--- config.mk ---
export PLATFORM = sky130hd
export DESIGN_NAME = ysyx_23060061_lsu
export DESIGN_NICKNAME = d
export VERILOG_FILES = /design/src/rtl/ysyx_23060061_lsu.sv
export SDC_FILE = /design/constraint.sdc
export NUM_CORES = 1
export LEC_CHECK = 0
export ABC_AREA = 1
export CAP_MARGIN = 20
export CORE_MARGIN = 5
export CORE_UTILIZATION = 46
export CTS_BUF_LIST = sky130_fd_sc_hd__clkbuf_8
export DETAILED_ROUTE_END_ITERATION = 8
export PLACE_DENSITY = 0.82
export SLEW_MARGIN = 25
export SYNTH_ARGS = -nofsm -noshare
export SYNTH_HDL_FRONTEND = slang
export SYNTH_SLANG_ARGS = --single-unit
--- constraint.sdc ---
create_clock -name clk -period 1.85 [get_ports clk]
set_input_delay 0.37 -clock clk [delete_from_list [all_inputs] [get_ports clk]]
set_output_delay 0.37 -clock clk [all_outputs]
set_load 0.02 [all_outputs]
--- src/rtl/ysyx_23060061_lsu.sv ---
// Handshaked load/store unit: aligns beats, builds byte masks, extends load data.
// Define YSYX_23060061_LSU_MISALIGN_EN to allow misaligned accesses (split into two beats when crossing a word).
module ysyx_23060061_lsu #(
  parameter int DATA_W = 32,
  parameter int ADDR_W = 32
) (
  input  logic                clk,
  input  logic                rst,
  input  logic                req_valid,
  output logic                req_ready,
  input  logic                req_we,
  input  logic [2:0]          req_funct3,
  input  logic [ADDR_W-1:0]   req_addr,
  input  logic [DATA_W-1:0]   req_wdata,
  output logic                resp_valid,
  output logic [DATA_W-1:0]   resp_rdata,
  output logic                resp_err,
  output logic                mem_req_valid,
  input  logic                mem_req_ready,
  output logic                mem_we,
  output logic [ADDR_W-1:0]   mem_addr,
  output logic [DATA_W-1:0]   mem_wdata,
  output logic [DATA_W/8-1:0] mem_wmask,
  input  logic                mem_resp_valid,
  input  logic [DATA_W-1:0]   mem_rdata
);
  // state | meaning
  // IDLE  | ready for a request
  // REQ0  | first beat on the bus
  // WAIT0 | waiting for first beat completion
  // REQ1  | second beat of a word-crossing access
  // WAIT1 | waiting for second beat completion
  // RESP  | one-cycle response to the core
  localparam int NB   = DATA_W / 8;
  localparam int OFFW = $clog2(NB);

  typedef enum logic [2:0] {IDLE, REQ0, WAIT0, REQ1, WAIT1, RESP} stateT;

  stateT               state, stateNext;
  logic                weQ, errQ, reqIllegal;
  logic [2:0]          funct3Q;
  logic [ADDR_W-1:0]   addrQ, alignedAddr;
  logic [DATA_W-1:0]   wdataQ, beat0Q, wdata0, raw, lowMask, loadExt;
  logic [NB-1:0]       mask0;
  logic [2*NB-1:0]     sizeOnes;
  logic [OFFW-1:0]     offset;
  logic [OFFW+2:0]     byteShift;
  logic                signBit;

  assign offset      = addrQ[OFFW-1:0];
  assign byteShift   = {offset, 3'b000};
  assign alignedAddr = {addrQ[ADDR_W-1:OFFW], {OFFW{1'b0}}};

`ifdef YSYX_23060061_LSU_MISALIGN_EN
  logic [DATA_W-1:0]   beat1Q, wdata1;
  logic [NB-1:0]       mask1;
  logic [2*NB-1:0]     maskWide;
  logic [2*DATA_W-1:0] dataWide;
  logic                needSecond;

  assign maskWide   = sizeOnes << offset;
  assign mask0      = maskWide[NB-1:0];
  assign mask1      = maskWide[2*NB-1:NB];
  assign needSecond = |mask1;
  assign dataWide   = {{DATA_W{1'b0}}, wdataQ} << byteShift;
  assign wdata0     = dataWide[DATA_W-1:0];
  assign wdata1     = dataWide[2*DATA_W-1:DATA_W];
  assign raw        = DATA_W'({beat1Q, beat0Q} >> byteShift);
`else
  assign mask0  = NB'(sizeOnes << offset);
  assign wdata0 = wdataQ << byteShift;
  assign raw    = beat0Q >> byteShift;
`endif

  always_comb begin
    reqIllegal = (req_funct3 == 3'b111) || (req_funct3[1:0] == 2'b11 && DATA_W == 32) ||
                 (req_we && req_funct3[2]);
`ifndef YSYX_23060061_LSU_MISALIGN_EN
    case (req_funct3[1:0])
      2'b00:   reqIllegal = reqIllegal;
      2'b01:   reqIllegal = reqIllegal || req_addr[0];
      2'b10:   reqIllegal = reqIllegal || (|req_addr[1:0]);
      default: reqIllegal = reqIllegal || (|req_addr[2:0]);
    endcase
`endif
  end

  always_comb begin
    sizeOnes = '0;
    lowMask  = '1;
    signBit  = raw[DATA_W-1];
    case (funct3Q[1:0])
      2'b00: begin sizeOnes = (2*NB)'(8'h01); lowMask = DATA_W'(8'hFF);         signBit = raw[7];  end
      2'b01: begin sizeOnes = (2*NB)'(8'h03); lowMask = DATA_W'(16'hFFFF);      signBit = raw[15]; end
      2'b10: begin sizeOnes = (2*NB)'(8'h0F); lowMask = DATA_W'(32'hFFFFFFFF);  signBit = raw[31]; end
      default: sizeOnes = (2*NB)'(8'hFF);
    endcase
    loadExt = (raw & lowMask) | ((signBit && !funct3Q[2]) ? ~lowMask : '0);
  end

  always_comb begin
    stateNext     = state;
    req_ready     = 1'b0;
    resp_valid    = 1'b0;
    resp_err      = 1'b0;
    resp_rdata    = '0;
    mem_req_valid = 1'b0;
    mem_we        = 1'b0;
    mem_addr      = '0;
    mem_wdata     = '0;
    mem_wmask     = '0;
    case (state)
      IDLE: begin
        req_ready = 1'b1;
        if (req_valid) stateNext = reqIllegal ? RESP : REQ0;
      end
      REQ0: begin
        mem_req_valid = 1'b1;
        mem_we        = weQ;
        mem_addr      = alignedAddr;
        mem_wdata     = wdata0;
        mem_wmask     = mask0;
        if (mem_req_ready) stateNext = WAIT0;
      end
      WAIT0: begin
`ifdef YSYX_23060061_LSU_MISALIGN_EN
        if (mem_resp_valid) stateNext = needSecond ? REQ1 : RESP;
`else
        if (mem_resp_valid) stateNext = RESP;
`endif
      end
`ifdef YSYX_23060061_LSU_MISALIGN_EN
      REQ1: begin
        mem_req_valid = 1'b1;
        mem_we        = weQ;
        mem_addr      = alignedAddr + ADDR_W'(NB);
        mem_wdata     = wdata1;
        mem_wmask     = mask1;
        if (mem_req_ready) stateNext = WAIT1;
      end
      WAIT1: begin
        if (mem_resp_valid) stateNext = RESP;
      end
`endif
      RESP: begin
        resp_valid = 1'b1;
        resp_err   = errQ;
        resp_rdata = (errQ || weQ) ? '0 : loadExt;
        stateNext  = IDLE;
      end
      default: stateNext = IDLE;
    endcase
  end

  always_ff @(posedge clk or negedge rst) begin
    if (!rst) begin
      state   <= IDLE;
      weQ     <= 1'b0;
      errQ    <= 1'b0;
      funct3Q <= '0;
      addrQ   <= '0;
      wdataQ  <= '0;
      beat0Q  <= '0;
`ifdef YSYX_23060061_LSU_MISALIGN_EN
      beat1Q  <= '0;
`endif
    end else begin
      state <= stateNext;
      if (state == IDLE && req_valid) begin
        weQ     <= req_we;
        errQ    <= reqIllegal;
        funct3Q <= req_funct3;
        addrQ   <= req_addr;
        wdataQ  <= req_wdata;
      end
      if (state == WAIT0 && mem_resp_valid) beat0Q <= mem_rdata;
`ifdef YSYX_23060061_LSU_MISALIGN_EN
      if (state == WAIT1 && mem_resp_valid) beat1Q <= mem_rdata;
`endif
    end
  end
endmodule

==> flow_summary.toml <==
[logic_synthesis]
ys.flop_type = "dfrtp_1"
yosys_register_bits = 104
ys_async_sr_fraction_pct = 100.0
synth_edf_count = 0
synth_top_area_cell = "dfrtp_1"
synthTopCellsByCount = "219 x nand2_1, 104 x dfrtp_1, 97 x nor2_1, 70 x o21ai_0, 50 x inv_1"
synthesis.area_mm2 = 0.005761
yosysTopAreaCellShare_pct = 45.18
synth_area_per_cell_um2 = 7.816
yosysWarnings = 0
ys_top_cells_by_area = "dfrtp_1 45%, nand2_1 14%, nor2_1 6.3%"
synth.most_common_cell = "nand2_1"
synthCells = 737
ys_types = 35
synth-seq-area-share_pct = 45.18

[clock_network]
cts_tree = "done"
cts_htree_levels = 3
clockRootBuffer = "clkbuf_8"
cts_buffer_depth = 2
clock_latency_ps = 400
clkSinkCount = 104
path_clk_slew_ps = 110
cts_buffers = 9

[placement]
dp_hpwl_mm = 13.89
place_ws_ps = -501.5
gp_congestion = 0.8816
dpl.cell_count = 1142
portBuffers = 207
place_area_mm2 = 0.008528

[die]
core-area_mm2 = 0.01216
die_w_um = 121.9
fp.dieH_um = 121.9
ios = 210
initial_core_util_pct = 47.37
dieArea_mm2 = 0.01486
rows = 40

[timing]
fmax_mhz = 411.6
finalHoldViolations = 0
fin_setup_tns_ps = -37300
period_minus_slack_ps = 2429
hold-worst-slack_ps = 458.4
slew_violations = 0
skew_ps = 10.84
rsz0062_at_grt = "yes"
final.period_utilization_pct = 131.3
worst_slack_ps = -579.4
setup_violations = 100

[pwr]
clockPowerShare_pct = 7.7
p_per_area_mw_per_mm2 = 1819
sw_frac_of_total_pct = 47.84
p_comb_share_pct = 69.8
p_total_mw = 18.89
seqPwrFrac_pct = 22.5
switchingPower_mw = 9.035
p_int_mw = 9.851
p_leak_nw = 4.655
ir_worst_vdd_mv = 1.077

[worst_setup_path]
crit_path_max_fanout = 14
cp_data_arrival_time_ps = 2060
start_kind = "register"
crit_required_ps = 1480
crit_path_end_kind = "output pin"
path_class = "reg2out"

[layout]
area_delta_synth_final_pct = 80.28
final_cell_count_no_fill = 1197
diodes = 0
drive_gt1_share_pct = 44.61
nets = 1133
finish.utilization_pct = 85.39
fin_area_mm2 = 0.01039

[global_route]
antenna_found_initial = 0
grt_pass1_vias = 6424
track_usage_pct = 28.74
grt-ovfl-total = 0
grt_pass1_wl_mm = 32.98
grt_max_degree = 70

[detailed_routing]
routed_wl_mm = 24.81
wl_per_cell_um = 20.73
drt-initial-drc-count = 704
vias_per_cell = 5.583
ant_nets = 0
dr.pass1.iters = 5
vias = 6683
post-route-drc-count = 0

[status]
outcome = "finished, violations left"
violations = "negative setup slack"

[run]
drv_cap = 0

[hold_path]
min_path_type = "in2async"
-- timing repair --
item	CTS	global route
endpoints found under the setup margin	103	103
gates resized for setup	716	207
hold endpoints to repair	30	0
hold buffers	1	0
cloned	5	6
pin swaps	33	25
buffers inserted	20	11
-- final timing paths --
kind | start | end | slack (ps) | cells past startpoint
setup / recovery | addrQ[1]$_DFFE_PN0P_ | resp_rdata[14] | -580 | 8
hold / removal | rst | addrQ[24]$_DFFE_PN0P_ | 460 | 2
setup reg to reg | state[1]$_DFFE_PN0P_ | state[1]$_DFFE_PN0P_ | 30 | 12
hold reg to reg | wdataQ[25]$_DFFE_PN0P_ | wdataQ[25]$_DFFE_PN0P_ | 500 | 2
max in group asynchronous | rst | state[0]$_DFFE_PN0P_ | 850 | 3
min in group clk | req_wdata[17] | wdataQ[17]$_DFFE_PN0P_ | 490 | 3
-- cell families after synthesis --
| group | count (synthesis) | synth area share, % |
|---|---|---|
| simple gates | 345 | 24.22 |
| compound gates | 140 | 13.21 |
| buf+inv | 106 | 9.383 |
| flops | 104 | 45.18 |
| mux | 37 | 7.081 |
| fa+ha+maj | 4 | 0.8688 |
| other cells | 1 | 0.06510 |
-- registers in the layout, summed over array words and instances, names as in the netlist --
signal / cells
weQ: 1
errQ: 1
addrQ: 32
beat0Q: 32
funct3Q: 3
wdataQ: 32
state: 3
-- worst max-delay path: stages (launching register included) --
cell	delay (ps)
dfrtp_2	480
inv_4	110
buf_8	190
buf_4	210
o21ai_1	100
nor2_1	190
nor2_2	120
nor2_4	120
buf_6	120
-- power by group through the flow --
stage,Combinational [mW],Sequential [mW],Clock [mW]
detailed placement,8.43,4.03,0
global placement,8.29,4.00,0
CTS,10.4,4.10,1.42
finish,13.2,4.24,1.46
floorplan,5.06,3.84,0
global route,13.9,4.35,1.54
-- cell usage in the layout (no fill, tap or decap), types with 4 or more instances in the layout --
cell             instances
nand2_1                188
clkdlybuf4s50_1        103
buf_4                  100
dfrtp_1                 99
buf_6                   81
inv_1                   50
nor2_4                  49
o21ai_1                 40
nor2_1                  33
o21ai_0                 30
mux2_2                  30
nand2_2                 23
buf_12                  20
nor2_2                  19
o21ai_2                 16
clkbuf_8                12
a21oi_2                 10
nand2_4                  9
a211oi_2                 8
nand3_2                  7
or2_4                    7
a21oi_4                  7
o21ai_4                  7
mux2i_1                  6
clkbuf_16                6
buf_8                    6
a31oi_2                  5
dfrtp_2                  5
buf_16                   5
inv_2                    4
a21oi_1                  4
ha_1                     4
-- layout make-up --
type	instances	area, µm²
clock inverters	4	26.28
repair buffers	323	3487
fillers	633	1777
multi-input cells	528	3647
flip-flops and latches	104	2609
well taps	168	210.2
inverters	58	240.2
clock buffers	12	165.2
-- per-layer routing --
metal	vias up	part of all wire (%)	GRT usage, %
met4	0	5.0	11.83
li1	2938	-	-
met1	3198	36	33.20
met3	115	8.4	7.939
met5	-	0	0
met2	432	51	50.21
(Power assumes the default switching activity.)
